[src/rtl/cpu_types_pkg.sv]
// Shared CPU datapath types for the fetch front end.
// The word type, the fetch queue entry and helpers used by the fetch logic.
package cpu_types_pkg;

    typedef logic [31:0] word_t;

    typedef struct packed {
        word_t pc;
        word_t instr;
    } fetch_entry_t;

    localparam word_t WORD_BYTES = 32'd4;

    // Instruction fetches are always word aligned; the low address bits are dropped.
    function automatic word_t word_align(input word_t addr);
        return addr & ~word_t'(32'h3);
    endfunction

endpackage

[src/rtl/ifetch_queue_if.sv]
// Bundles the instruction cache, redirect/halt control and decode handshakes of the fetch front end.
// master = fetch unit; slave = its environment (cache, execute, decode).
interface ifetch_queue_if #(
    parameter int DEPTH = 4,
    parameter int CNT_W = $clog2(DEPTH) + 1
);
    import cpu_types_pkg::*;

    // instruction cache side
    logic             ihit;
    word_t            imemload;
    logic             imemREN;
    word_t            imemaddr;

    // redirect / stall control from later stages
    logic             redirect;
    word_t            redirect_pc;
    logic             halt;

    // decode side
    logic             inst_ready;
    logic             inst_valid;
    word_t            inst;
    word_t            inst_pc;
    word_t            inst_npc;
    logic [CNT_W-1:0] count;

    modport master (
        input  ihit, imemload, redirect, redirect_pc, halt, inst_ready,
        output imemREN, imemaddr, inst_valid, inst, inst_pc, inst_npc, count
    );

    modport slave (
        output ihit, imemload, redirect, redirect_pc, halt, inst_ready,
        input  imemREN, imemaddr, inst_valid, inst, inst_pc, inst_npc, count
    );

endinterface

[src/rtl/ifq_fifo.sv]
// Purpose: generic in-order synchronous FIFO with flush; owns pointers, occupancy and storage.
// Latency: a push is visible at the head the following cycle; head is read combinationally.
// Backpressure: full/head_vld reflect the registered count; pushes while full and pops while empty are dropped.
module ifq_fifo #(
    parameter int  DEPTH = 4,
    parameter int  CNT_W = $clog2(DEPTH) + 1,
    parameter type T     = logic [63:0]
) (
    input  logic             CLK,
    input  logic             RST,
    input  logic             flush,
    input  logic             push,
    input  T                 push_dat,
    input  logic             pop,
    output logic             head_vld,
    output T                 head_dat,
    output logic [CNT_W-1:0] count,
    output logic             full
);

    localparam int               PTR_W    = (DEPTH > 1) ? $clog2(DEPTH) : 1;
    localparam logic [CNT_W-1:0] FULL_CNT = CNT_W'(DEPTH);

    T                 mem [DEPTH];
    logic [PTR_W-1:0] rd_ptr;
    logic [PTR_W-1:0] wr_ptr;
    logic             do_push;
    logic             do_pop;

    assign full     = (count == FULL_CNT);
    assign head_vld = (count != '0);

    // Flush wins over both ports so nothing from the flushed stream survives.
    assign do_push  = push & ~full & ~flush;
    assign do_pop   = pop & head_vld & ~flush;

    assign head_dat = mem[rd_ptr];

    always_ff @(posedge CLK) begin
        if (RST || flush) begin
            rd_ptr <= '0;
            wr_ptr <= '0;
            count  <= '0;
        end else begin
            if (do_push) begin
                wr_ptr <= wr_ptr + PTR_W'(1);
            end
            if (do_pop) begin
                rd_ptr <= rd_ptr + PTR_W'(1);
            end
            case ({do_push, do_pop})
                2'b10:   count <= count + CNT_W'(1);
                2'b01:   count <= count - CNT_W'(1);
                default: count <= count;
            endcase
        end
    end

    // Storage is never reset; head_vld qualifies every read.
    always_ff @(posedge CLK) begin
        if (do_push) begin
            mem[wr_ptr] <= push_dat;
        end
    end

    a_count_bound: assert property (@(posedge CLK) disable iff (RST) count <= FULL_CNT);
    a_no_overflow: assert property (@(posedge CLK) disable iff (RST || flush) !(push && full));

endmodule

[src/rtl/ifetch_queue.sv]
// Purpose: fetch front end; owns the fetch PC, gates cache requests, queues {pc, instr} for decode, handles redirect.
// Latency: a hit in cycle N is at the queue head (inst_valid) in cycle N+1 when the queue was empty.
// Backpressure: imemREN drops when the registered count is full (one bubble after a pop), on halt, redirect or reset.
module ifetch_queue
    import cpu_types_pkg::*;
#(
    parameter word_t PC_INIT = 32'h0000_0000,
    parameter int    DEPTH   = 4,
    parameter int    CNT_W   = $clog2(DEPTH) + 1
) (
    input  logic CLK,
    input  logic RST,
    ifetch_queue_if.master bus
);

    word_t            pc;
    logic             full;
    logic             req;
    logic             push;
    logic             pop;
    logic             head_vld;
    fetch_entry_t     head;
    fetch_entry_t     wr_entry;
    logic [CNT_W-1:0] count;

    // Gating uses only registered state and control inputs, never ihit, so
    // the address->hit path through the cache cannot form a loop.
    assign req      = ~RST & ~bus.redirect & ~bus.halt & ~full;
    assign push     = req & bus.ihit;
    assign pop      = head_vld & bus.inst_ready;
    assign wr_entry = '{pc: pc, instr: bus.imemload};

    always_ff @(posedge CLK) begin
        if (RST) begin
            pc <= word_align(PC_INIT);
        end else if (bus.redirect) begin
            pc <= word_align(bus.redirect_pc);
        end else if (push) begin
            pc <= pc + WORD_BYTES;
        end
    end

    ifq_fifo #(
        .DEPTH (DEPTH),
        .CNT_W (CNT_W),
        .T     (fetch_entry_t)
    ) u_fifo (
        .CLK      (CLK),
        .RST      (RST),
        .flush    (bus.redirect),
        .push     (push),
        .push_dat (wr_entry),
        .pop      (pop),
        .head_vld (head_vld),
        .head_dat (head),
        .count    (count),
        .full     (full)
    );

    assign bus.imemREN    = req;
    assign bus.imemaddr   = pc;
    assign bus.inst_valid = head_vld;
    assign bus.count      = count;

    // Empty head presents a clean idle pattern rather than stale storage.
    assign bus.inst     = head_vld ? head.instr : '0;
    assign bus.inst_pc  = head_vld ? head.pc : '0;
    assign bus.inst_npc = head_vld ? (head.pc + WORD_BYTES) : WORD_BYTES;

    a_pc_aligned:   assert property (@(posedge CLK) disable iff (RST) pc[1:0] == 2'b00);
    a_redir_flush:  assert property (@(posedge CLK) disable iff (RST) bus.redirect |=> (count == '0));
    a_no_req_full:  assert property (@(posedge CLK) disable iff (RST) full |-> !bus.imemREN);

endmodule

[src/flat_wrapper.sv]
// flat-port wrapper written by rule: the top's interface ports become plain ports
module ifetch_queue_flat import cpu_types_pkg::*;
#(
    parameter word_t PC_INIT = 32'h0000_0000,
    parameter int    DEPTH   = 4,
    parameter int    CNT_W   = $clog2(DEPTH) + 1
)
  (CLK, RST, bus_ihit, bus_imemload, bus_redirect, bus_redirect_pc, bus_halt, bus_inst_ready, bus_imemREN, bus_imemaddr, bus_inst_valid, bus_inst, bus_inst_pc, bus_inst_npc, bus_count);
  ifetch_queue_if #(.DEPTH(DEPTH), .CNT_W(CNT_W)) bus_i ();
  input  logic CLK;
  input  logic RST;
  input wire logic [$bits(bus_i.ihit)-1:0] bus_ihit;
  input wire logic [$bits(bus_i.imemload)-1:0] bus_imemload;
  input wire logic [$bits(bus_i.redirect)-1:0] bus_redirect;
  input wire logic [$bits(bus_i.redirect_pc)-1:0] bus_redirect_pc;
  input wire logic [$bits(bus_i.halt)-1:0] bus_halt;
  input wire logic [$bits(bus_i.inst_ready)-1:0] bus_inst_ready;
  output wire logic [$bits(bus_i.imemREN)-1:0] bus_imemREN;
  output wire logic [$bits(bus_i.imemaddr)-1:0] bus_imemaddr;
  output wire logic [$bits(bus_i.inst_valid)-1:0] bus_inst_valid;
  output wire logic [$bits(bus_i.inst)-1:0] bus_inst;
  output wire logic [$bits(bus_i.inst_pc)-1:0] bus_inst_pc;
  output wire logic [$bits(bus_i.inst_npc)-1:0] bus_inst_npc;
  output wire logic [$bits(bus_i.count)-1:0] bus_count;
  assign bus_i.ihit = bus_ihit;
  assign bus_i.imemload = bus_imemload;
  assign bus_i.redirect = bus_redirect;
  assign bus_i.redirect_pc = bus_redirect_pc;
  assign bus_i.halt = bus_halt;
  assign bus_i.inst_ready = bus_inst_ready;
  assign bus_imemREN = bus_i.imemREN;
  assign bus_imemaddr = bus_i.imemaddr;
  assign bus_inst_valid = bus_i.inst_valid;
  assign bus_inst = bus_i.inst;
  assign bus_inst_pc = bus_i.inst_pc;
  assign bus_inst_npc = bus_i.inst_npc;
  assign bus_count = bus_i.count;
  ifetch_queue #(.PC_INIT(PC_INIT), .DEPTH(DEPTH), .CNT_W(CNT_W)) u_core (.CLK(CLK), .RST(RST), .bus(bus_i));
endmodule
[config.mk]
export PLATFORM = sky130hd
export DESIGN_NAME = ifetch_queue_flat
export DESIGN_NICKNAME = d
export VERILOG_FILES = /design/src/rtl/cpu_types_pkg.sv /design/src/rtl/ifetch_queue_if.sv /design/src/rtl/ifq_fifo.sv /design/src/rtl/ifetch_queue.sv /design/src/flat_wrapper.sv
export SDC_FILE = /design/constraint.sdc
export NUM_CORES = 1
export LEC_CHECK = 0
export CAP_MARGIN = 20
export CORE_MARGIN = 1
export CORE_UTILIZATION = 52
export CTS_BUF_LIST = sky130_fd_sc_hd__clkbuf_16
export CTS_CLUSTER_DIAMETER = 80
export DETAILED_ROUTE_END_ITERATION = 8
export PLACE_DENSITY = 0.78
export SYNTH_ARGS = -nofsm -noshare
export SYNTH_HDL_FRONTEND = slang
export SYNTH_SLANG_ARGS = --single-unit
[constraint.sdc]
create_clock -name CLK -period 5.1 [get_ports CLK]
set_input_delay 1.02 -clock CLK [delete_from_list [all_inputs] [get_ports CLK]]
set_output_delay 1.02 -clock CLK [all_outputs]
set_load 0.02 [all_outputs]
# Word-level counts from Yosys, hierarchy flattened
# Memories as Yosys holds them, arrays and structs flattened. A register that Yosys moved wholly into a read port is not among the register bits.
# Cells that the tools add are included.
[word_totals] mem_count=1 ramBits=256 out_inout_bits=133 input_bits=70 wordCells=43 register_bits=39
[classes] n_eq_ne=3 addsub=6 muxes=10 n_reduce_logical=5 bitwise=13
[mem_list] name="u_core.u_fifo.mem" depth=4 width=64 read_ports=1 rd_clocked_by_memory_dff=1 wr=1 line_no="ifq_fifo.sv:24" text="T mem [DEPTH];"
[ops] op="32-bit 2-to-1 mux" count=5
[ops] op="32-bit by 3-bit adder with 32-bit output, second input constant" count=2
[ops] op="1-bit AND" count=9
[ops] op="3-bit one-hot mux with 2 select lines" count=1
[ops] op="2-bit by 1-bit adder with 2-bit output, second input constant" count=2
[ops] op="2-bit 2-to-1 mux" count=2
[ops] op="1-bit inverter" count=4
[ops] op="2-bit nonzero test" count=2
[ops] op="3-bit by 1-bit adder with 3-bit output, second input constant" count=1
[ops] op="3-bit == test, second input constant" count=1
[ops] op="3-bit nonzero test" count=1
[ops] op="3-bit by 1-bit subtractor with 3-bit output, second input constant" count=1
[ops] op="2-bit by 1-bit == test with 1-bit output, second input constant" count=1
[ops] op="2-bit == test, second input constant" count=1
[ops] op="1-bit 2-to-1 mux" count=2
[ops] op="2-bit OR reduction" count=1
[ops] op="1-bit logical OR" count=1

# Logic depth before layout (Yosys ltp)
# Gate-level depths: netlist of the first run.
[depth] depth_word=9 ltp_mapped=12 ltp_nobuf=9

# Hierarchy
# From an unflattened synthesis of the first run, not the netlist that was laid out.
[hier_totals] hier_cells=800 hier_area_um2=12685.9
[by_module_without_submodules] mod="ifq_fifo" area_per_inst_um2=9728.1 cells_per_inst=393 seq_area_each_um2=7867.5 n_inst=1
[by_module_without_submodules] mod="ifetch_queue" area_per_inst_um2=2957.8 cells_per_inst=407 seq_area_each_um2=600.6 n_inst=1

# Worst setup path before layout of the first run
# Ideal clock, no wire load.
[synth_timing] path_type="input -> register" from="in RST" to="mem u_core.u_fifo.mem[0][0] (netlist name), enable pin" t_arrival_ps=3662 t_required_ps=4674 cell_stages=6 setup_slack_ps=1012 setup_time_ps=426 path_cell_list="nor3_1 > and3_1 > clkbuf_1 > clkbuf_1 > clkbuf_1 > and2_1"
[synth_between] elab_chain_cells=9
[synth_rtl] element="start, declared" line_no="flat_wrapper.sv:11" text="input logic RST;"
[synth_rtl] element="1-bit inverter" line_no="ifetch_queue.sv:28" text="assign req = ~RST & ~bus.redirect & ~bus.halt & ~full;"
[synth_rtl] element="1-bit AND (3 in series)" line_no="ifetch_queue.sv:28"
[synth_rtl] element="1-bit AND" line_no="ifetch_queue.sv:29" text="assign push = req & bus.ihit;"
[synth_rtl] element="1-bit AND (2 in series)" line_no="ifq_fifo.sv:34" text="assign do_push = push & ~full & ~flush;"
[synth_rtl] element="1-bit 2-to-1 mux" line_no="ifq_fifo.sv:61" text="if (do_push) begin"
[synth_rtl] element="1-bit 2-to-1 mux (not written as such)" line_no="ifq_fifo.sv:62" text="mem[wr_ptr] <= push_dat;"
[synth_rtl] element="end, declared" line_no="ifq_fifo.sv:24"
# Every way passes these cells.

==> results of run 1 <==
-- final timing paths --
check / from / slack (ps) / end / depth (start not counted)
max reg2reg: u_core.u_fifo.count[2] / 2320 / u_core.u_fifo.count[2] / 10
min reg2reg: u_core.u_fifo.wr_ptr[1] / 510 / u_core.u_fifo.wr_ptr[1] / 2
max: flip-flop / 200 / bus_inst_npc[31] / 7
min: u_core.u_fifo.wr_ptr[1] / 510 / u_core.u_fifo.wr_ptr[1] / 2
-- cells in the final DEF, fill, tap and decap left out, types with 6 or more instances in the layout --
cell type / instances
nand4_1: 11
clkbuf_16: 27
and3_1: 7
mux4_2: 54
a31oi_1: 17
nor2_1: 47
or4_1: 10
mux2_2: 11
o21ai_0: 20
a21oi_1: 27
or3_1: 9
inv_1: 21
conb_1: 6
xor2_1: 7
clkdlybuf4s50_1: 194
ha_1: 7
dfxtp_1: 37
and2_1: 64
edfxtp_1: 248
nand3_1: 21
xnor2_1: 15
nand2_1: 47
mux4_1: 8
nor3_1: 10
buf_4: 15
-- routing by layer --
| layer | GRT usage (%) | vias up |
|---|---|---|
| li1 | - | 3522 |
| met1 | 31.1 | 3903 |
| met2 | 39.8 | 314 |
| met3 | 3.35 | 53 |
| met4 | 7.05 | 0 |
| met5 | 0 | - |
-- kinds of logic (layout without fill, tap and decap cells) --
logic type,count (synthesis),in the layout,share of synthesized area [%]
buffers and inverters,68,281,2.69
and+or+nand+nor,258,258,11.5
other,1,6,0.0303
AOI/OAI and AO/OA,88,88,4.35
DFF,287,287,66.4
adders and majority gates,8,8,0.869
muxes,73,73,12.5
xor gates and xnor gates,22,22,1.56
-- synthesized netlist by cell type, drive strengths merged, types with 3 or more instances --
library cell  instances  area share, %
nor3                 11           0.44
dfxtp                39            6.3
o31a                  3           0.21
nand2                47            1.4
a31oi                17           0.86
or3                   9           0.45
mux4                 62             12
mux2                 11            1.0
xnor2                15            1.1
nand4                12           0.73
inv                  18           0.55
xor2                  7           0.50
and3                  7           0.35
o21ai                20           0.81
and4                  5           0.35
ha                    7           0.71
edfxtp              248             60
buf                  19            1.2
nand3                23            1.1
and2                 68            3.4
nor4                  6           0.35
clkbuf               31           0.94
a21oi                27            1.1
or4                  11           0.70
o31ai                 3           0.18
o311ai                5           0.35
nor2                 47            1.4
a211oi                4           0.24
-- cell type report --
class | instances | share of cell area [%]
Tap cell | 319 | 2.56
Inverter | 18 | 0.433
Clock inverter | 23 | 1.61
Multi-Input combinational cell | 455 | 24.7
Sequential cell | 287 | 52.7
Timing Repair Buffer | 213 | 13.7
Clock buffer | 27 | 4.33
-- registers in the layout, indices dropped and copies added, names as in the netlist, named ones only --
signal / count
u_core.u_fifo.count: 3
u_core.u_fifo.rd_ptr: 2
u_core.bus.imemaddr: 30
u_core.u_fifo.mem: 248
u_core.u_fifo.wr_ptr: 2
-- per-stage QoR --
step / hold slack [ps] / std cells / util, %
final: 508 / 1342 / 66.7
after global routing: 544 / 1342 / 66.7
after CTS: 507 / 1342 / 66.7
after detailed placement: 498 / 1292 / 62.8
after global placement: 487 / 1292 / 62.8
after floorplan: 469 / 810 / -
-- power breakdown --
part	switching [mW]	internal, mW	leakage (nW)	total [mW]
Clock	0.844	1.22	0.454	2.07
Sequential	0.0465	2.57	2.58	2.62
Combinational	0.116	0.115	1.92	0.231
Total	1.01	3.91	4.96	4.92
-- critical path, cell delays in order, from the launching register on --
cell             delay, ps
dfxtp_4                660
buf_4                  380
mux4_1                 680
and4_1                 310
nand3_1                210
nand4bb_1              190
mux2_2                 350
clkdlybuf4s50_1        560
==> out/summary.json, run 1 <==
{
  "area_added_between_synthesis_and_finish": {"value": 26.1, "unit": "%"},
  "h_tree_levels": {"value": 1},
  "die_w": {"value": 156, "unit": "µm"},
  "fin_worst_skew": {"value": 12.1, "unit": "ps"},
  "vias_per_cell": {"value": 5.81},
  "netlist_area": {"value": 12400, "unit": "µm²"},
  "synth_cell_type_count": {"value": 53},
  "synth-main-ff-cell": {"value": "edfxtp_1"},
  "worst_slew_pin_slew": {"value": 899, "unit": "ps"},
  "antenna_cells_inserted": {"value": 0},
  "fin_ws": {"value": 200, "unit": "ps"},
  "gp_congestion": {"value": 0.788},
  "starting_density_of_the_core": {"value": 52.9, "unit": "%"},
  "placedInstanceArea": {"value": 14700, "unit": "µm²"},
  "synthesis.instances": {"value": 805},
  "finalNetCount": {"value": 1080},
  "cts_tree": {"value": "built"},
  "power_density": {"value": 315, "unit": "nW/µm²"},
  "layout-drive-gt1-share": {"value": 14.1, "unit": "%"},
  "ff_latch_area": {"value": 8240, "unit": "µm²"},
  "hpwl_after_dpl": {"value": 18300, "unit": "µm"},
  "die-area": {"value": 24400, "unit": "µm²"},
  "arrival": {"value": 3880, "unit": "ps"},
  "dr_total_vias": {"value": 7792},
  "clock_path_buffers": {"value": 3},
  "count_of_hold_buffers_inserted_by_post_cts_repair": {"value": 0},
  "timing.final.crit_share": {"value": 96.1, "unit": "%"},
  "number_of_placed_i_o_pins": {"value": 203},
  "placement.io_buffers": {"value": 194},
  "antenna_found_initial": {"value": 0},
  "wl_met3": {"value": 1780, "unit": "µm"},
  "grt_overflow": {"value": 0},
  "post-place-ws": {"value": 662, "unit": "ps"},
  "vias_in_the_first_global_route": {"value": 7680},
  "yosysSeqAreaShare": {"value": 66.4, "unit": "%"},
  "max-vdd-ir-drop": {"value": 0.000225, "unit": "V"},
  "tritoncts.num_buffers": {"value": 27},
  "crit_type": {"value": "flip-flop to output port"},
  "final_max_slew_viol_count": {"value": 0},
  "routed_wl": {"value": 28200, "unit": "µm"},
  "data_required_time_at_the_worst_endpoint": {"value": 4080, "unit": "ps"},
  "core_area": {"value": 23400, "unit": "µm²"},
  "num-fill-cells": {"value": 1630},
  "finalInstanceArea": {"value": 15600, "unit": "µm²"},
  "post_cts.repair.setup_buffers": {"value": 0},
  "post_cts_resized": {"value": 0},
  "grt_pass1_wl": {"value": 42900, "unit": "µm"},
  "setup.worst_path.start_class": {"value": "flip-flop"},
  "ys.warnings.count": {"value": 0},
  "maxCapViolCount": {"value": 0},
  "routed_length_on_met1": {"value": 11500, "unit": "µm"},
  "synth.ff_latch_count": {"value": 287},
  "status": {"value": "completed"},
  "final_hold_viol_count": {"value": 0},
  "setup_viol_count_final": {"value": 0},
  "holdCritPathClass": {"value": "flip-flop to flip-flop"},
  "cts_root_buf": {"value": "clkbuf_16"},
  "synth_edf_count": {"value": 248},
  "fmax": {"value": 204, "unit": "MHz"},
  "min_period": {"value": 4900, "unit": "ps"},
  "endpoint_kind": {"value": "output port"},
  "detailroute.wirelength.met2": {"value": 14200, "unit": "µm"},
  "worst_setup_hold_path_clk_slew": {"value": 60, "unit": "ps"},
  "clk-insertion-delay-late": {"value": 530, "unit": "ps"},
  "async_flop_share": {"value": 0, "unit": "%"},
  "synthesis.area_per_instance": {"value": 15.4, "unit": "µm²"},
  "post_drt_wl_per_cell": {"value": 21.0, "unit": "µm"},
  "slew_headroom": {"value": 39.9, "unit": "%"},
  "dr.pass1.iters": {"value": 5},
  "placementRows": {"value": 56},
  "multiInputGateArea": {"value": 3850, "unit": "µm²"},
  "antenna_left": {"value": 0},
  "drcViolationCount": {"value": 0},
  "pin_count_of_the_biggest_net_entering_global_routing": {"value": 60},
  "critical_path_peak_fanout": {"value": 25},
  "die_y": {"value": 156, "unit": "µm"},
  "unrepaired_setup_endpoints_after_global_routing": {"value": "no"},
  "finalSetupTns": {"value": 0, "unit": "ps"},
  "drt_iter0_drc": {"value": 613},
  "cts_sinks": {"value": 287},
  "globalRouteTotalUtil": {"value": 23.3, "unit": "%"},
  "total_power": {"value": 4.92, "unit": "mW"},
  "total_leakage_power": {"value": 4.96, "unit": "nW"},
  "top_layer_used": {"value": "met4"}
}
Power figures use the tool's default switching activity.
==> inputs of run 2 (changes only) <==
--- a/config.mk
+++ b/config.mk
@@ -5,12 +5,12 @@
 export SDC_FILE = /design/constraint.sdc
 export NUM_CORES = 1
 export LEC_CHECK = 0
-export CAP_MARGIN = 20
 export CORE_MARGIN = 1
 export CORE_UTILIZATION = 52
 export CTS_BUF_LIST = sky130_fd_sc_hd__clkbuf_16
 export CTS_CLUSTER_DIAMETER = 80
 export DETAILED_ROUTE_END_ITERATION = 8
+export GPL_TIMING_DRIVEN = 0
 export PLACE_DENSITY = 0.78
 export SYNTH_ARGS = -nofsm -noshare
 export SYNTH_HDL_FRONTEND = slang
==> out/summary.json, run 2 (same netlist as run 1, synthesis figures left out) <==
{
  "status": {"value": "completed", "change": "unchanged"},
  "unrepaired_setup_endpoints_after_global_routing": {"value": "no", "change": "unchanged"},
  "power_density": {"value": 310, "unit": "nW/µm²", "change": "was 315 nW/µm²"},
  "area_added_between_synthesis_and_finish": {"value": 27.4, "unit": "%", "change": "was 26.1%"},
  "grt_pass1_wl": {"value": 44000, "unit": "µm", "change": "was 42900 µm"},
  "tritoncts.num_buffers": {"value": 29, "change": "was 27"},
  "cp.buffers_inverters": {"value": 3, "change": "was 2"},
  "num-fill-cells": {"value": 1630, "change": "unchanged"},
  "critical_path.cell_chain": {"value": "buf_2, buf_4, mux4_1, nand4_1, nor4_2, nor3b_1, mux2_2, clkdlybuf4s50_1", "change": "was buf_4, mux4_1, and4_1, nand3_1, nand4bb_1, mux2_2, clkdlybuf4s50_1"},
  "final_core_utilization": {"value": 67.4, "unit": "%", "change": "was 66.7%"},
  "post_cts_resized": {"value": 0, "change": "unchanged"},
  "cts_root_buf": {"value": "clkbuf_16", "change": "unchanged"},
  "final_max_slew_viol_count": {"value": 0, "change": "unchanged"},
  "placement.io_buffers": {"value": 194, "change": "unchanged"},
  "layout.cells.most_common": {"value": "edfxtp_1", "change": "unchanged"},
  "holdCritPathClass": {"value": "flip-flop to flip-flop", "change": "unchanged"},
  "drcViolationCount": {"value": 0, "change": "unchanged"},
  "clk-insertion-delay-late": {"value": 540, "unit": "ps", "change": "was 530 ps"},
  "antenna_left": {"value": 0, "change": "unchanged"},
  "total_leakage_power": {"value": 5.05, "unit": "nW", "change": "was 4.96 nW"},
  "dr.pass1.iters": {"value": 6, "change": "was 5"},
  "busiest_layer": {"value": "met2", "change": "unchanged"},
  "count_of_hold_buffers_inserted_by_post_cts_repair": {"value": 0, "change": "unchanged"},
  "endpoint_kind": {"value": "output port", "change": "unchanged"},
  "globalRouteTotalUtil": {"value": 24.1, "unit": "%", "change": "was 23.3%"},
  "pin_count_of_the_biggest_net_entering_global_routing": {"value": 60, "change": "unchanged"},
  "critical-path-max-stage-delay": {"value": 740, "unit": "ps", "change": "was 680 ps"},
  "max_ffs_per_register": {"value": 248, "change": "unchanged"},
  "vias_in_the_first_global_route": {"value": 7684, "change": "was 7680"},
  "die_w": {"value": 156, "unit": "µm", "change": "unchanged"},
  "largest_register": {"value": "u_core.u_fifo.mem", "change": "unchanged"},
  "arrival": {"value": 3940, "unit": "ps", "change": "was 3880 ps"},
  "cts_sinks": {"value": 287, "change": "unchanged"},
  "h_tree_levels": {"value": 1, "change": "unchanged"},
  "critical_path_peak_fanout": {"value": 10, "change": "was 25"},
  "antenna_cells_inserted": {"value": 0, "change": "unchanged"},
  "vias_per_cell": {"value": 5.82, "change": "was 5.81"},
  "starting_density_of_the_core": {"value": 52.9, "unit": "%", "change": "unchanged"},
  "critical-path-top-delay-family": {"value": "simple AND/OR/NAND/NOR gates", "change": "was multiplexers"},
  "post_cts.repair.setup_buffers": {"value": 0, "change": "unchanged"},
  "timing.final.crit_share": {"value": 97.3, "unit": "%", "change": "was 96.1%"},
  "core_area": {"value": 23400, "unit": "µm²", "change": "unchanged"},
  "final_hold_viol_count": {"value": 0, "change": "unchanged"},
  "routed_wl": {"value": 29200, "unit": "µm", "change": "was 28200 µm"},
  "slew_headroom": {"value": 36.2, "unit": "%", "change": "was 39.9%"},
  "total_power": {"value": 4.89, "unit": "mW", "change": "was 4.92 mW"},
  "placementRows": {"value": 56, "change": "unchanged"},
  "antenna_found_initial": {"value": 0, "change": "unchanged"},
  "worst_setup_hold_path_clk_slew": {"value": 60, "unit": "ps", "change": "about the same"},
  "layout-drive-gt1-share": {"value": 13.7, "unit": "%", "change": "was 14.1%"},
  "dr_total_vias": {"value": 8026, "change": "was 7792"},
  "clock_path_buffers": {"value": 3, "change": "unchanged"},
  "crit_type": {"value": "flip-flop to output port", "change": "unchanged"},
  "setup_viol_count_final": {"value": 0, "change": "unchanged"},
  "hpwl_after_dpl": {"value": 19700, "unit": "µm", "change": "was 18300 µm"},
  "maxCapViolCount": {"value": 0, "change": "unchanged"},
  "fin_worst_skew": {"value": 8.32, "unit": "ps", "change": "was 12.1 ps"},
  "data_required_time_at_the_worst_endpoint": {"value": 4080, "unit": "ps", "change": "about the same"},
  "max-vdd-ir-drop": {"value": 0.000197, "unit": "V", "change": "was 0.000225 V"},
  "finalNetCount": {"value": 1116, "change": "was 1080"},
  "cts_tree": {"value": "built", "change": "unchanged"},
  "drt_iter0_drc": {"value": 848, "change": "was 613"},
  "die_y": {"value": 156, "unit": "µm", "change": "unchanged"},
  "worst_slew_pin_slew": {"value": 950, "unit": "ps", "change": "was 899 ps"},
  "fmax": {"value": 202, "unit": "MHz", "change": "was 204 MHz"},
  "number_of_placed_i_o_pins": {"value": 203, "change": "unchanged"},
  "timing.critical_path.slowest_stage_cell": {"value": "nor4_2", "change": "was mux4_1"},
  "leading_cell_types_in_the_layout_fill_and_taps_excluded": {"value": "edfxtp_1 (248), clkdlybuf4s50_1 (194), and2_1 (64), mux4_2 (54)", "change": "unchanged"},
  "setup.worst_path.start_class": {"value": "flip-flop", "change": "unchanged"},
  "grt.met1_usage": {"value": 32.8, "unit": "%", "change": "was 31.1%"},
  "grt_overflow": {"value": 0, "change": "unchanged"},
  "gr-usage-met3": {"value": 3.66, "unit": "%", "change": "was 3.35%"},
  "gp_congestion": {"value": 0.840, "change": "was 0.788"},
  "met2_usage": {"value": 40.2, "unit": "%", "change": "was 39.8%"},
  "die-area": {"value": 24400, "unit": "µm²", "change": "unchanged"},
  "finalSetupTns": {"value": 0, "unit": "ps", "change": "unchanged"},
  "post_drt_wl_per_cell": {"value": 21.2, "unit": "µm", "change": "was 21.0 µm"},
  "min_period": {"value": 4960, "unit": "ps", "change": "was 4900 ps"}
}
-- run 2: cell count changes in the layout (fill, tap and decap cells not counted), sizes merged --
cell	before	now
clkbuf	27	59
buf	19	23
clkinv	9	15
bufinv	5	3
clkinvlp	5	1
inv	22	24
-- run 2: report_power, final --
group / internal (mW) / total (mW) / switching, mW / leakage [nW]
Clock: 1.18 / 2.03 / 0.850 / 0.470
Combinational: 0.120 / 0.243 / 0.124 / 2.00
Sequential: 2.57 / 2.62 / 0.0421 / 2.58
-- run 2: worst paths after layout --
kind	start	endpoint	slack, ps	cells past startpoint
setup / recovery	flip-flop	bus_inst_npc[25]	140	8
hold / removal	u_core.u_fifo.wr_ptr[1]	u_core.u_fifo.wr_ptr[1]	510	2
hold reg to reg	u_core.u_fifo.wr_ptr[1]	u_core.u_fifo.wr_ptr[1]	510	2
setup reg to reg	u_core.u_fifo.count[2]	u_core.u_fifo.count[2]	1710	12
-- run 2: area by class of cell --
| cell class | count | area, µm² | area share (%) |
|---|---|---|---|
| Tap cell | 319 | 399 | 2.53 |
| Buffer | 49 | 262 | 1.66 |
| Clock inverter | 25 | 193 | 1.22 |
| Timing Repair Buffer | 198 | 2040 | 13.0 |
| Multi-Input combinational cell | 455 | 3860 | 24.5 |
| Clock buffer | 29 | 726 | 4.60 |
| Sequential cell | 287 | 8230 | 52.2 |
| Inverter | 18 | 67.6 | 0.428 |
-- run 2: per-stage QoR --
step	worst slack [ps]	hold WS [ps]	cell area [µm²]	instances
CTS	119	523	15800	1381
floorplan	1010	469	12400	810
global placement	-1100	485	14700	1323
global route	41.2	542	15800	1380
finish	138	514	15800	1380
detailed placement	697	514	14900	1327
-- run 2: tightest hold or removal path, stage by stage (launching register included) --
cell and delay (ps):
dfxtp_1 340, nand2_1 70, a21oi_1 60
-- run 2: routing by layer --
layer	vias up	routed length, µm	part of all wire [%]
li1	3610	-	-
met1	3977	11900	41
met2	385	14400	49
met3	54	2210	7.6
met4	0	749	2.6
met5	-	0	0
